### config.mk
export PLATFORM = sky130hd
export DESIGN_NAME = spi_master_param_flat
export DESIGN_NICKNAME = d
export VERILOG_FILES = /design/src/rtl/spi_master_param_if.sv /design/src/rtl/spi_master_param.sv /design/src/flat_wrapper.sv
export SDC_FILE = /design/constraint.sdc
export NUM_CORES = 1
export LEC_CHECK = 0
export ABC_AREA = 1
export BUFFER_PORTS_ARGS = -buffer_cell sky130_fd_sc_hd__buf_2
export CAP_MARGIN = 25
export CORE_ASPECT_RATIO = 1.2
export CORE_UTILIZATION = 45
export CTS_CLUSTER_DIAMETER = 200
export DETAILED_ROUTE_END_ITERATION = 6
export GPL_TIMING_DRIVEN = 0
export HOLD_SLACK_MARGIN = 0.1
export SLEW_MARGIN = 30
export SYNTH_ARGS = -nofsm -noshare
export SYNTH_HDL_FRONTEND = slang
export SYNTH_SLANG_ARGS = --single-unit
### constraint.sdc
create_clock -name clk -period 2.2 [get_ports clk]
set_input_delay 0.11 -clock clk [delete_from_list [all_inputs] [get_ports clk]]
set_output_delay 0.11 -clock clk [all_outputs]
set_load 0.01 [all_outputs]
### src/rtl/spi_master_param_if.sv
// Controller- and pin-side signal bundle for spi_master_param.
// Optional: SPI_LOOPBACK_EN adds the loopback control input.
interface spi_master_param_if #(
    parameter int DATA_W   = 8,
    parameter int NUM_SS   = 4,
    parameter int CLKDIV_W = 8
);
    localparam int SS_W = (NUM_SS > 1) ? $clog2(NUM_SS) : 1;

    logic                start;
    logic [1:0]          mode;
    logic [CLKDIV_W-1:0] clkdiv;
    logic                lsb_first;
    logic                hold;
    logic [SS_W-1:0]     ss_sel;
    logic [DATA_W-1:0]   tx_data;
    logic [DATA_W-1:0]   rx_data;
    logic                busy;
    logic                done;
    logic                MISO;
    logic                MOSI;
    logic                Sclk;
    logic [NUM_SS-1:0]   SS;
`ifdef SPI_LOOPBACK_EN
    logic                loopback;
`endif

    modport master (
        input  start, mode, clkdiv, lsb_first, hold, ss_sel, tx_data, MISO,
`ifdef SPI_LOOPBACK_EN
        input  loopback,
`endif
        output rx_data, busy, done, MOSI, Sclk, SS
    );

    modport slave (
        output start, mode, clkdiv, lsb_first, hold, ss_sel, tx_data, MISO,
`ifdef SPI_LOOPBACK_EN
        output loopback,
`endif
        input  rx_data, busy, done, MOSI, Sclk, SS
    );
endinterface

### src/rtl/spi_master_param.sv
// Parametrised SPI master: runtime divider, 4 modes, MSB/LSB order,
// chip-select held across frames via the HOLD state.
// Optional: `define SPI_LOOPBACK_EN routes MOSI back into the sample path.
module spi_master_param #(
    parameter int DATA_W   = 8,
    parameter int NUM_SS   = 4,
    parameter int CLKDIV_W = 8
) (
    input  logic clk,
    input  logic rst,
    spi_master_param_if.master bus
);
    localparam int SS_W = (NUM_SS > 1) ? $clog2(NUM_SS) : 1;
    localparam int BC_W = $clog2(DATA_W);

    typedef enum logic [2:0] {IDLE, SETUP, LEAD, TRAIL, HOLD} state_t;

    state_t              state_q;
    logic [CLKDIV_W-1:0] cnt_q, clkdiv_q;
    logic [BC_W-1:0]     bit_q;
    logic [1:0]          mode_q;
    logic                lsb_q, hold_q;
    logic [DATA_W-1:0]   tx_q, rx_sh_q, rx_q;
    logic                sclk_q, mosi_q, busy_q, done_q;
    logic [NUM_SS-1:0]   ss_q;

    logic                hp_end, last_bit, samp_d;
    logic [NUM_SS-1:0]   ss_dec_d;

    // Bit k of a word in transmit order.
    function automatic logic pick(input logic [DATA_W-1:0] w, input logic lsb,
                                  input logic [BC_W-1:0] k);
        logic [BC_W-1:0] idx;
        idx = lsb ? k : (BC_W'(DATA_W - 1) - k);
        return w[idx];
    endfunction

    // Shift a received bit in so the final word lines up with the slave's order.
    function automatic logic [DATA_W-1:0] shin(input logic [DATA_W-1:0] sh,
                                               input logic lsb, input logic b);
        return lsb ? {b, sh[DATA_W-1:1]} : {sh[DATA_W-2:0], b};
    endfunction

    // Half-period end, last-bit flag, sample source and select decode.
    always_comb begin
        hp_end   = (cnt_q == clkdiv_q);
        last_bit = (bit_q == BC_W'(DATA_W - 1));
`ifdef SPI_LOOPBACK_EN
        samp_d   = bus.loopback ? mosi_q : bus.MISO;
`else
        samp_d   = bus.MISO;
`endif
        // Out-of-range index matches nothing, so all selects stay high.
        ss_dec_d = '1;
        for (int i = 0; i < NUM_SS; i++)
            if (bus.ss_sel == SS_W'(i)) ss_dec_d[i] = 1'b0;
    end

    // Frame sequencer with all pin and handshake outputs registered.
    always_ff @(posedge clk or negedge rst) begin
        if (!rst) begin
            state_q  <= IDLE;
            cnt_q    <= '0;
            clkdiv_q <= '0;
            bit_q    <= '0;
            mode_q   <= '0;
            lsb_q    <= 1'b0;
            hold_q   <= 1'b0;
            tx_q     <= '0;
            rx_sh_q  <= '0;
            rx_q     <= '0;
            sclk_q   <= 1'b0;
            mosi_q   <= 1'b0;
            busy_q   <= 1'b0;
            done_q   <= 1'b0;
            ss_q     <= '1;
        end else begin
            done_q <= 1'b0;
            case (state_q)
                IDLE: begin
                    sclk_q <= bus.mode[1];
                    ss_q   <= '1;
                    if (bus.start) begin
                        mode_q   <= bus.mode;
                        clkdiv_q <= bus.clkdiv;
                        lsb_q    <= bus.lsb_first;
                        hold_q   <= bus.hold;
                        tx_q     <= bus.tx_data;
                        ss_q     <= ss_dec_d;
                        busy_q   <= 1'b1;
                        cnt_q    <= '0;
                        bit_q    <= '0;
                        rx_sh_q  <= '0;
                        if (!bus.mode[0]) mosi_q <= pick(bus.tx_data, bus.lsb_first, '0);
                        state_q  <= SETUP;
                    end
                end
                SETUP: begin
                    if (hp_end) begin
                        cnt_q   <= '0;
                        sclk_q  <= ~mode_q[1];
                        state_q <= LEAD;
                        if (!mode_q[0]) rx_sh_q <= shin(rx_sh_q, lsb_q, samp_d);
                        else            mosi_q  <= pick(tx_q, lsb_q, bit_q);
                    end else begin
                        cnt_q <= cnt_q + 1'b1;
                    end
                end
                LEAD: begin
                    if (hp_end) begin
                        cnt_q   <= '0;
                        sclk_q  <= mode_q[1];
                        state_q <= TRAIL;
                        if (!mode_q[0]) begin
                            if (!last_bit) mosi_q <= pick(tx_q, lsb_q, bit_q + 1'b1);
                        end else begin
                            rx_sh_q <= shin(rx_sh_q, lsb_q, samp_d);
                        end
                    end else begin
                        cnt_q <= cnt_q + 1'b1;
                    end
                end
                TRAIL: begin
                    if (hp_end) begin
                        cnt_q <= '0;
                        if (last_bit) begin
                            rx_q   <= rx_sh_q;
                            done_q <= 1'b1;
                            busy_q <= 1'b0;
                            bit_q  <= '0;
                            if (hold_q) begin
                                state_q <= HOLD;
                            end else begin
                                state_q <= IDLE;
                                ss_q    <= '1;
                            end
                        end else begin
                            bit_q   <= bit_q + 1'b1;
                            sclk_q  <= ~mode_q[1];
                            state_q <= LEAD;
                            if (!mode_q[0]) rx_sh_q <= shin(rx_sh_q, lsb_q, samp_d);
                            else            mosi_q  <= pick(tx_q, lsb_q, bit_q + 1'b1);
                        end
                    end else begin
                        cnt_q <= cnt_q + 1'b1;
                    end
                end
                HOLD: begin
                    sclk_q <= mode_q[1];
                    // A new start takes priority over releasing the burst.
                    if (bus.start) begin
                        lsb_q   <= bus.lsb_first;
                        hold_q  <= bus.hold;
                        tx_q    <= bus.tx_data;
                        busy_q  <= 1'b1;
                        cnt_q   <= '0;
                        bit_q   <= '0;
                        rx_sh_q <= '0;
                        if (!mode_q[0]) mosi_q <= pick(bus.tx_data, bus.lsb_first, '0);
                        state_q <= SETUP;
                    end else if (!bus.hold) begin
                        ss_q    <= '1;
                        state_q <= IDLE;
                    end
                end
                default: state_q <= IDLE;
            endcase
        end
    end

    assign bus.rx_data = rx_q;
    assign bus.busy    = busy_q;
    assign bus.done    = done_q;
    assign bus.MOSI    = mosi_q;
    assign bus.Sclk    = sclk_q;
    assign bus.SS      = ss_q;
endmodule
### src/flat_wrapper.sv
// flat-port wrapper written by rule: the top's interface ports become plain ports
module spi_master_param_flat 
#(
    parameter int DATA_W   = 8,
    parameter int NUM_SS   = 4,
    parameter int CLKDIV_W = 8
)
  (clk, rst, bus_start, bus_mode, bus_clkdiv, bus_lsb_first, bus_hold, bus_ss_sel, bus_tx_data, bus_MISO, bus_rx_data, bus_busy, bus_done, bus_MOSI, bus_Sclk, bus_SS);
  spi_master_param_if #(.DATA_W(DATA_W), .NUM_SS(NUM_SS), .CLKDIV_W(CLKDIV_W)) bus_i ();
  input  logic clk;
  input  logic rst;
  input wire logic [$bits(bus_i.start)-1:0] bus_start;
  input wire logic [$bits(bus_i.mode)-1:0] bus_mode;
  input wire logic [$bits(bus_i.clkdiv)-1:0] bus_clkdiv;
  input wire logic [$bits(bus_i.lsb_first)-1:0] bus_lsb_first;
  input wire logic [$bits(bus_i.hold)-1:0] bus_hold;
  input wire logic [$bits(bus_i.ss_sel)-1:0] bus_ss_sel;
  input wire logic [$bits(bus_i.tx_data)-1:0] bus_tx_data;
  input wire logic [$bits(bus_i.MISO)-1:0] bus_MISO;
  output wire logic [$bits(bus_i.rx_data)-1:0] bus_rx_data;
  output wire logic [$bits(bus_i.busy)-1:0] bus_busy;
  output wire logic [$bits(bus_i.done)-1:0] bus_done;
  output wire logic [$bits(bus_i.MOSI)-1:0] bus_MOSI;
  output wire logic [$bits(bus_i.Sclk)-1:0] bus_Sclk;
  output wire logic [$bits(bus_i.SS)-1:0] bus_SS;
  assign bus_i.start = bus_start;
  assign bus_i.mode = bus_mode;
  assign bus_i.clkdiv = bus_clkdiv;
  assign bus_i.lsb_first = bus_lsb_first;
  assign bus_i.hold = bus_hold;
  assign bus_i.ss_sel = bus_ss_sel;
  assign bus_i.tx_data = bus_tx_data;
  assign bus_i.MISO = bus_MISO;
  assign bus_rx_data = bus_i.rx_data;
  assign bus_busy = bus_i.busy;
  assign bus_done = bus_i.done;
  assign bus_MOSI = bus_i.MOSI;
  assign bus_Sclk = bus_i.Sclk;
  assign bus_SS = bus_i.SS;
  spi_master_param #(.DATA_W(DATA_W), .NUM_SS(NUM_SS), .CLKDIV_W(CLKDIV_W)) u_core (.clk(clk), .rst(rst), .bus(bus_i));
endmodule
==> results.sh, run 1 <==
export IMPL_n_fill_cell=661
export IMPL_htreeDepth=3
export IMPL_drive_above_1_share_pct=20.9
export IMPL_cts_sinks=58
export IMPL_vias=2812
export IMPL_place_congestion=0.887
export IMPL_antenna_found_initial=0
export IMPL_synth_fa_ha_area_share_pct=1.20
export IMPL_root_buffer="clkbuf_8"
export IMPL_power_density_mw_per_mm2=1410
export IMPL_yosysWarnings=0
export IMPL_synthesis_nets=429
export IMPL_final_cell_mix="nand2_1 (116), dfrtp_1 (54), buf_2 (44), inv_1 (42), o21ai_0 (38)"
export IMPL_track_usage_pct=22.9
export IMPL_grt_pass1_wl_mm=12.8
export IMPL_synthMuxAreaShare_pct=0
export IMPL_fin_nets=502
export IMPL_drc=0
export IMPL_grt_pass1_vias=2802
export IMPL_synth_largest_area_cell="dfrtp_1"
export IMPL_clock_fmax_mhz=525
export IMPL_ant_nets=0
export IMPL_yosysUniqueCellTypes=33
export IMPL_max_slew_margin_pct=52.2
export IMPL_synthSimpleGateAreaFrac_pct=27.7
export IMPL_portBuffers=41
export IMPL_critPathKind="flip-flop to flip-flop"
export IMPL_maxSlewViolCount=0
export IMPL_fin_crit_ns=1.90
export IMPL_end_kind="flip-flop"
export IMPL_dr_pass1_iters=4
export IMPL_grt_max_degree=59
export IMPL_p_total_uw=5410
export IMPL_layout_worst_path_cycle_share_pct=86.6
export IMPL_post_cts_resized=0
export IMPL_areaGrowthSynthToFinish_pct=22.5
export IMPL_die_x_um=78.2
export IMPL_drt_initial_drc_count=136
export IMPL_io_pins=42
export IMPL_wire_per_inst_um=13.3
export IMPL_arrival_ns=2.14
export IMPL_grt_overflow=0
export IMPL_avgSynthCellArea_um2=7.85
export IMPL_synth_compound_area_share_pct=14.3
export IMPL_fin_worst_skew_ns=0.00523
export IMPL_die_area_mm2=0.00732
export IMPL_design_area_mm2=0.00385
export IMPL_setup_worst_path_start_class="flip-flop"
export IMPL_rsz0062_at_grt="no"
export IMPL_leakage_uw=0.00193
export IMPL_clk_latency_ns=0.34
export IMPL_row_count=33
export IMPL_finalSetupTns_ns=0
export IMPL_synth_edf_count=0
export IMPL_clk_pin_slew_ns=0.07
export IMPL_core_area_mm2=0.00677
export IMPL_crit_fanout=10
export IMPL_synth_ff_type="dfrtp_1"
export IMPL_cts_tree="done"
export IMPL_ys_ff_latch=58
export IMPL_die_h_um=93.5
export IMPL_synth_top_cell_area_share_pct=43.0
export IMPL_start_util_pct=46.4
export IMPL_synthArstFlopShare_pct=100
export IMPL_worstMarginPinSlew_ns=0.717
export IMPL_routed_wl_mm=7.51
export IMPL_setup_viol=0
export IMPL_cp_required_ns=2.43
export IMPL_ys_seq_area_share_pct=46.4
export IMPL_diodes=0
export IMPL_viasPerCell=4.98
export IMPL_synth_top_family_by_area="simple AND/OR/NAND/NOR gates"
export IMPL_synth_xor_area_share_pct=2.51
export IMPL_netlist_area_mm2=0.00314
export IMPL_hold_viol=0
export IMPL_numCtsBuffers=9
export IMPL_placed_cell_area_mm2=0.00346
export IMPL_synth_area_leaders="dfrtp_1 (43%), nand2_1 (14%), o21ai_0 (6.1%), nand3_1 (5.4%), inv_1 (5.0%)"
export IMPL_hpwl_mm=5.35
export IMPL_hold_path_class="input pin to flip-flop"
export IMPL_final_common_cell="nand2_1"
export IMPL_peakVddDrop_v=0.000678
export IMPL_maxCapViolations=0
export IMPL_clk_path_buf_depth=2
export IMPL_outcome="complete, no violations"
export IMPL_postSynthCellCount=400
==> where the power goes <==
| group | switching, uW | internal [uW] |
|---|---|---|
| Clock | 457 | 438 |
| Combinational | 1760 | 974 |
| Sequential | 291 | 1490 |
==> worst paths after layout <==
check	from	endpoint	slack, ns	cells after the start
hold / removal	bus_MISO	u_core.rx_sh_q[7]$_DFFE_PN0P_	0.1	3
setup / recovery	u_core.bit_q[0]$_DFFE_PN0P_	u_core.rx_sh_q[6]$_DFFE_PN0P_	0.30	9
hold reg to reg	u_core.bus.Sclk$_DFFE_PN0P_	u_core.bus.Sclk$_DFFE_PN0P_	0.48	2
max in group asynchronous	rst	u_core.rx_sh_q[1]$_DFFE_PN0P_	1.36	2
setup reg to reg	u_core.bit_q[0]$_DFFE_PN0P_	u_core.rx_sh_q[6]$_DFFE_PN0P_	0.30	9
min in group asynchronous	rst	u_core.clkdiv_q[0]$_DFFE_PN0P_	0.37	2
==> through the flow <==
step / instances / setup WS (ns) / util [%] / hold slack (ns)
3_3_place_gp: 528 / 0.318 / 51.0 / 0.314
2_1_floorplan: 400 / 0.482 / - / -0.186
5_1_grt: 565 / 0.169 / 56.8 / 0.119
6_report: 565 / 0.295 / 56.8 / 0.0987
4_1_cts: 565 / 0.317 / 56.8 / 0.100
3_5_place_dp: 528 / 0.320 / 51.0 / 0.222
==> layer usage <==
metal / track usage [%] / part of all wire (%)
met1: 26.7 / 44
met4: 12.3 / 2.4
met2: 40.1 / 50
met3: 3.51 / 3.0
met5: 0 / 0
==> critical path: stages (launching register included) <==
cell	delay, ns
dfrtp_1	0.44
ha_1	0.27
ha_1	0.24
nand4_2	0.13
inv_2	0.06
a21oi_2	0.17
nand4_4	0.18
buf_6	0.20
nand2_1	0.07
o21ai_2	0.05
==> cell families after synthesis <==
family,Yosys count
AO/OA/AOI/OAI,80
XOR/XNOR,9
adder cells (fa/ha/maj),3
buffers and inverters,60
flip-flops,58
AND/OR/NAND/NOR,190
==> final cells by class <==
class	count	area (um^2)	share of cell area, %
Clock buffer	10	138	3.58
Multi-Input combinational cell	282	1440	37.4
Buffer	8	50.0	1.30
Tap cell	87	109	2.83
Sequential cell	58	1460	37.9
Timing Repair Buffer	62	418	10.9
Inverter	52	195	5.07
Clock inverter	6	42.5	1.11
==> state kept, by name, indices dropped and copies added, names as in the netlist <==
signal	cells
u_core.bus.Sclk	1
u_core.state_q	3
u_core.tx_q	8
u_core.mode_q	2
u_core.bus.rx_data	8
u_core.bit_q	3
u_core.rx_sh_q	8
u_core.clkdiv_q	8
u_core.bus.busy	1
u_core.cnt_q	8
u_core.bus.MOSI	1
u_core.hold_q	1
u_core.lsb_q	1
u_core.bus.done	1
u_core.bus.SS	4
==> what timing repair did <==
item	in CTS	in global routing
hold buffers	21	0
hold endpoints to repair	74	0
buffers inserted	0	0
==> synth_stat cells (2+ instances only) <==
library cell / number
nor2_1: 17
nand4_2: 2
buf_4: 2
ha_1: 3
dfrtp_1: 54
nor4_1: 4
nand2_1: 116
o22ai_1: 2
nand2_2: 3
inv_2: 10
o21ai_1: 14
xnor2_1: 5
nand4_4: 2
nand2_4: 3
o21ai_0: 38
dfstp_2: 4
a21oi_1: 13
o21ai_2: 8
nand4_1: 3
inv_1: 42
xor2_1: 4
nor3_1: 3
nand3_1: 34
nor2_2: 2
buf_2: 4
No activity file was read; power rests on OpenSTA's default activity.
==> run 2: changes to the inputs <==
--- a/config.mk
+++ b/config.mk
@@ -9,11 +9,12 @@
 export BUFFER_PORTS_ARGS = -buffer_cell sky130_fd_sc_hd__buf_2
 export CAP_MARGIN = 25
 export CORE_ASPECT_RATIO = 1.2
-export CORE_UTILIZATION = 45
+export CORE_UTILIZATION = 55
 export CTS_CLUSTER_DIAMETER = 200
 export DETAILED_ROUTE_END_ITERATION = 6
 export GPL_TIMING_DRIVEN = 0
 export HOLD_SLACK_MARGIN = 0.1
+export PLACE_DENSITY = 0.77
 export SLEW_MARGIN = 30
 export SYNTH_ARGS = -nofsm -noshare
 export SYNTH_HDL_FRONTEND = slang
==> run 2 against run 1 <==
  * The run now ends with DRC left
  * Global-route usage is 4.0 points higher
  * Maximum frequency hardly changed
  * Via count is 0.75% higher
  * Wire length is 3.4% lower
  * Non-clock buffer count stayed put
  * Sequential share of layout area is 0.26 points higher
  * Setup slack better by 0.00065 ns
  * Worst hold slack better by 0.0062 ns
  * Clock skew is 0.0036 ns higher
  * Sequential power hardly changed
  * Register-to-register slack hardly changed
  * Core utilization is 14 points higher
==> results.sh, run 2 (same netlist as run 1, synthesis figures left out) <==
export IMPL_row_count=29
export IMPL_setup_worst_path_start_class="flip-flop"
export IMPL_power_density_mw_per_mm2=1430
export IMPL_root_buffer="clkbuf_8"
export IMPL_dr_pass1_iters=7
export IMPL_start_util_pct=58.1
export IMPL_crit_chain="ha_1 > ha_1 > nand4_2 > inv_2 > a21oi_2 > nand4_4 > buf_6 > nand2_1 > o21ai_2"
export IMPL_grt_pass1_wl_mm=12.6
export IMPL_portBuffers=41
export IMPL_final_common_cell="nand2_1"
export IMPL_critPathKind="flip-flop to flip-flop"
export IMPL_cts_tree="done"
export IMPL_grt_busiest_layer="met2"
export IMPL_ctsHoldBuffers=21
export IMPL_place_congestion=0.896
export IMPL_end_kind="flip-flop"
export IMPL_final_cell_mix="nand2_1 (116), dfrtp_1 (54), buf_2 (44), inv_1 (42), o21ai_0 (38)"
export IMPL_hold_viol=0
export IMPL_finalSetupTns_ns=0
export IMPL_ant_nets=0
export IMPL_worstMarginPinSlew_ns=0.727
export IMPL_grt_overflow=0
export IMPL_cp_required_ns=2.43
export IMPL_grt_use_met2_pct=46.0
export IMPL_setup_viol=0
export IMPL_die_x_um=71.0
export IMPL_maxSlewViolCount=0
export IMPL_max_stage_delay_ns=0.43
export IMPL_outcome="finished with violations"
export IMPL_drive_above_1_share_pct=20.3
export IMPL_track_usage_pct=26.9
export IMPL_cts_sinks=58
export IMPL_fin_worst_skew_ns=0.00882
export IMPL_post_cts_buffers=0
export IMPL_max_slew_margin_pct=51.5
export IMPL_vias=2833
export IMPL_grt_use_met3_pct=5.28
export IMPL_clk_path_buf_depth=2
export IMPL_viasPerCell=5.26
export IMPL_hold_path_class="input pin to flip-flop"
export IMPL_peakVddDrop_v=0.000741
export IMPL_diodes=0
export IMPL_drc=1
export IMPL_die_h_um=84.8
export IMPL_grt_pass1_vias=2866
export IMPL_hpwl_mm=5.12
export IMPL_maxCapViolations=0
export IMPL_io_pins=42
export IMPL_post_cts_resized=0
export IMPL_drt_initial_drc_count=154
export IMPL_crit_slowest_cell="dfrtp_1"
export IMPL_clock_fmax_mhz=525
export IMPL_clk_pin_slew_ns=0.07
export IMPL_arrival_ns=2.14
export IMPL_p_total_uw=5470
export IMPL_areaGrowthSynthToFinish_pct=21.7
export IMPL_crit_fanout=10
export IMPL_fin_crit_ns=1.90
export IMPL_layout_worst_path_cycle_share_pct=86.6
export IMPL_clk_latency_ns=0.34
export IMPL_grt_max_degree=59
export IMPL_htreeDepth=3
export IMPL_numCtsBuffers=9
export IMPL_wire_per_inst_um=13.5
export IMPL_use_met1_pct=32.2
export IMPL_die_area_mm2=0.00601
export IMPL_routed_wl_mm=7.25
export IMPL_rsz0062_at_grt="no"
export IMPL_core_area_mm2=0.00541
export IMPL_crit_top_cell="ha_1"
export IMPL_fin_nets=502
export IMPL_antenna_found_initial=0
export IMPL_leakage_uw=0.00194
export IMPL_violations="DRC"
## run 2: cell types whose count changed in the layout (fill, tap and decap cells not counted)
cell | before | now
clkinvlp_4 | 2 | 0
clkinv_4 | 2 | 0
clkbuf_1 | 1 | 3
bufinv_16 | 0 | 1
## run 2: final cells by class
type	count	area [um^2]
repair buffers	62	418
fillers	436	1590
clock inverters	3	40.0
multi-input cells	282	1440
well taps	62	77.6
clock buffers	12	145
flip-flops and latches	58	1460
inverters	52	195
plain buffers	8	50.0
## run 2: where the power goes
group	switching (uW)	internal, uW	total (uW)
logic	1750	975	2730
clock network	410	544	955
registers	296	1490	1780
total	2460	3010	5470
## run 2: final timing paths
kind	slack (ns)	depth (start not counted)	to	start
max reg2reg	0.30	9	u_core.rx_sh_q[6]$_DFFE_PN0P_	u_core.bit_q[0]$_DFFE_PN0P_
min	0.10	3	u_core.bus.SS[2]$_DFFE_PN1P_	bus_ss_sel[0]
max in group asynchronous	1.34	2	u_core.bit_q[0]$_DFFE_PN0P_	rst
max	0.30	9	u_core.rx_sh_q[6]$_DFFE_PN0P_	u_core.bit_q[0]$_DFFE_PN0P_
min reg2reg	0.48	2	u_core.rx_sh_q[1]$_DFFE_PN0P_	u_core.rx_sh_q[1]$_DFFE_PN0P_
min in group asynchronous	0.37	2	u_core.clkdiv_q[3]$_DFFE_PN0P_	rst
## run 2: worst max-delay path, delay by kind of cell (launching register included)
family          cells  cell delay [ns]
compound gates      2             0.22
fa+ha+maj           2             0.51
buf+inv             2             0.26
flops               1             0.43
simple gates        3             0.39
## run 2: stage by stage
| stage | instance area, um^2 | hold slack, ns | util [%] | instances | worst slack, ns |
|---|---|---|---|---|---|
| floorplan | 3140 | -0.186 | - | 400 | 0.482 |
| detailed placement | 3420 | 0.221 | 63.3 | 503 | 0.306 |
| global placement | 3420 | 0.315 | 63.3 | 503 | 0.325 |
| global route | 3820 | 0.130 | 70.7 | 539 | 0.128 |
| finish | 3820 | 0.105 | 70.7 | 539 | 0.296 |
| CTS | 3820 | 0.100 | 70.7 | 539 | 0.306 |
## run 2: layer usage
layer  up-vias  share of wire, %
li1       1451                 -
met1      1324                44
met2        47                51
met3        11               2.6
met4         0               1.8
met5         -                 0
==> run 3: changes to the inputs <==
--- a/config.mk
+++ b/config.mk
@@ -14,7 +14,7 @@
 export DETAILED_ROUTE_END_ITERATION = 6
 export GPL_TIMING_DRIVEN = 0
 export HOLD_SLACK_MARGIN = 0.1
-export PLACE_DENSITY = 0.77
+export PLACE_DENSITY_LB_ADDON = 0.12
 export SLEW_MARGIN = 30
 export SYNTH_ARGS = -nofsm -noshare
 export SYNTH_HDL_FRONTEND = slang
==> run 3 against run 2 <==
  * The flow still finishes with violations (DRC)
  * Die area did not move
  * Final cell count rose by 0.56%
  * Clock power rose by 31%
  * Largest power group unchanged
==> results.sh, run 3 (same netlist as run 1, synthesis figures left out) <==
export IMPL_die_h_um=84.8
export IMPL_clk_pin_slew_ns=0.07
export IMPL_rsz0062_at_grt="no"
export IMPL_max_slew_margin_pct=50.9
export IMPL_io_pins=42
export IMPL_n_fill_cell=428
export IMPL_fin_crit_ns=1.88
export IMPL_peakVddDrop_v=0.000941
export IMPL_sw_frac_of_total_pct=43.6
export IMPL_multi_input_area_mm2=0.00144
export IMPL_areaGrowthSynthToFinish_pct=24.4
export IMPL_outcome="finished with violations"
export IMPL_routed_wl_mm=7.54
export IMPL_worstMarginPinSlew_ns=0.737
export IMPL_grt_max_degree=59
export IMPL_critPathKind="flip-flop to flip-flop"
export IMPL_die_x_um=71.0
export IMPL_power_density_mw_per_mm2=1480
export IMPL_grt_overflow=0
export IMPL_p_comb_share_pct=47.9
export IMPL_cp_required_ns=2.43
export IMPL_start_util_pct=58.1
export IMPL_portBuffers=41
export IMPL_row_count=29
export IMPL_setup_ws_ns=0.315
export IMPL_dpl_worst_slack_ns=0.315
export IMPL_drive_above_1_share_pct=20.8
export IMPL_regArea_mm2=0.00146
export IMPL_viasPerCell=5.39
export IMPL_diodes=0
export IMPL_leakage_uw=0.00198
export IMPL_fin_nets=504
export IMPL_wire_per_inst_um=13.9
export IMPL_grt_pass1_vias=3010
export IMPL_pwr_share_clk_pct=21.5
export IMPL_seq_power_share_pct=30.6
export IMPL_post_cts_resized=0
export IMPL_antenna_found_initial=0
export IMPL_core_area_mm2=0.00541
export IMPL_crit_fanout=10
export IMPL_setup_worst_path_start_class="flip-flop"
export IMPL_clk_path_buf_depth=2
export IMPL_place_congestion=0.895
export IMPL_arrival_ns=2.12
export IMPL_final_cell_mix="nand2_1 (116), dfrtp_1 (54), buf_2 (44), inv_1 (42), o21ai_0 (38)"
export IMPL_intPower_uw=3270
export IMPL_ant_nets=0
export IMPL_numCtsBuffers=9
export IMPL_layout_worst_path_cycle_share_pct=85.7
export IMPL_dr_pass1_iters=6
export IMPL_drc=2
export IMPL_maxCapViolations=0
export IMPL_clk_latency_ns=0.34
export IMPL_cts_tree="done"
export IMPL_htreeDepth=3
export IMPL_maxSlewViolCount=0
export IMPL_clock_fmax_mhz=531
export IMPL_root_buffer="clkbuf_8"
export IMPL_die_area_mm2=0.00601
export IMPL_finalSetupTns_ns=0
export IMPL_end_kind="flip-flop"
export IMPL_hold_viol=0
export IMPL_power_switching_uw=2530
export IMPL_track_usage_pct=28.2
export IMPL_p_total_uw=5800
export IMPL_hpwl_mm=5.16
export IMPL_fin_worst_skew_ns=0.00645
export IMPL_final_common_cell="nand2_1"
export IMPL_cts_sinks=58
export IMPL_drt_initial_drc_count=157
export IMPL_grt_pass1_wl_mm=13.1
export IMPL_violations="DRC"
export IMPL_setup_viol=0
export IMPL_hold_path_class="input pin to flip-flop"
export IMPL_vias=2924
## run 3: per-layer routing
metal	GRT usage, %	share of wire, %	vias up
li1	-	-	1455
met5	0	0	-
met4	17.5	3.1	0
met3	5.88	3.0	20
met2	49.0	52	63
met1	31.4	42	1386
## run 3: critical path, cell delays in order, from the launching register on
cell and delay (ns):
dfrtp_1 0.42, ha_1 0.26, ha_1 0.24, nand4_2 0.13, inv_2 0.05, a21oi_2 0.17, nand4_4 0.18, buf_6 0.20
nand2_1 0.07, o21ai_2 0.05
## run 3: final timing paths
path / depth (start not counted) / slack, ns / to / start
max: 9 / 0.32 / u_core.rx_sh_q[6]$_DFFE_PN0P_ / u_core.bit_q[0]$_DFFE_PN0P_
max in group asynchronous: 2 / 1.34 / u_core.rx_sh_q[1]$_DFFE_PN0P_ / rst
max reg2reg: 9 / 0.32 / u_core.rx_sh_q[6]$_DFFE_PN0P_ / u_core.bit_q[0]$_DFFE_PN0P_
min reg2reg: 2 / 0.48 / u_core.bus.MOSI$_DFFE_PN0P_ / u_core.bus.MOSI$_DFFE_PN0P_
min: 3 / 0.11 / u_core.rx_sh_q[7]$_DFFE_PN0P_ / bus_MISO
min in group asynchronous: 2 / 0.37 / u_core.clkdiv_q[2]$_DFFE_PN0P_ / rst
## run 3: power by group through the flow
stage,Combinational [uW],Sequential [uW],Clock (uW)
6_report,2780,1770,1250
5_1_grt,3150,1830,1300
4_1_cts,2780,1770,1260
3_5_place_dp,2690,1790,0
3_3_place_gp,2630,1770,0
2_1_floorplan,2060,1760,0
## run 3: layout make-up
class	instances	share of cell area [%]
Buffer	8	1.28
Sequential cell	58	37.3
Timing Repair Buffer	64	11.2
Clock buffer	11	3.88
Tap cell	62	1.99
Clock inverter	5	2.56
Multi-Input combinational cell	282	36.8
Inverter	52	5.00
## run 3: per-stage QoR
stage          instances  cell area, um^2  util [%]  hold WS (ns)
6_report             542             3910      72.3         0.115
5_1_grt              542             3910      72.3         0.115
4_1_cts              542             3910      72.3         0.106
3_5_place_dp         503             3420      63.3         0.220
3_3_place_gp         503             3420      63.3         0.317
2_1_floorplan        400             3140         -        -0.186
## run 3: what timing repair did
| item | in CTS | in global routing |
|---|---|---|
| hold buffers | 23 | 0 |
| endpoints found under the hold margin | 76 | 0 |
| setup buffers | 0 | 0 |
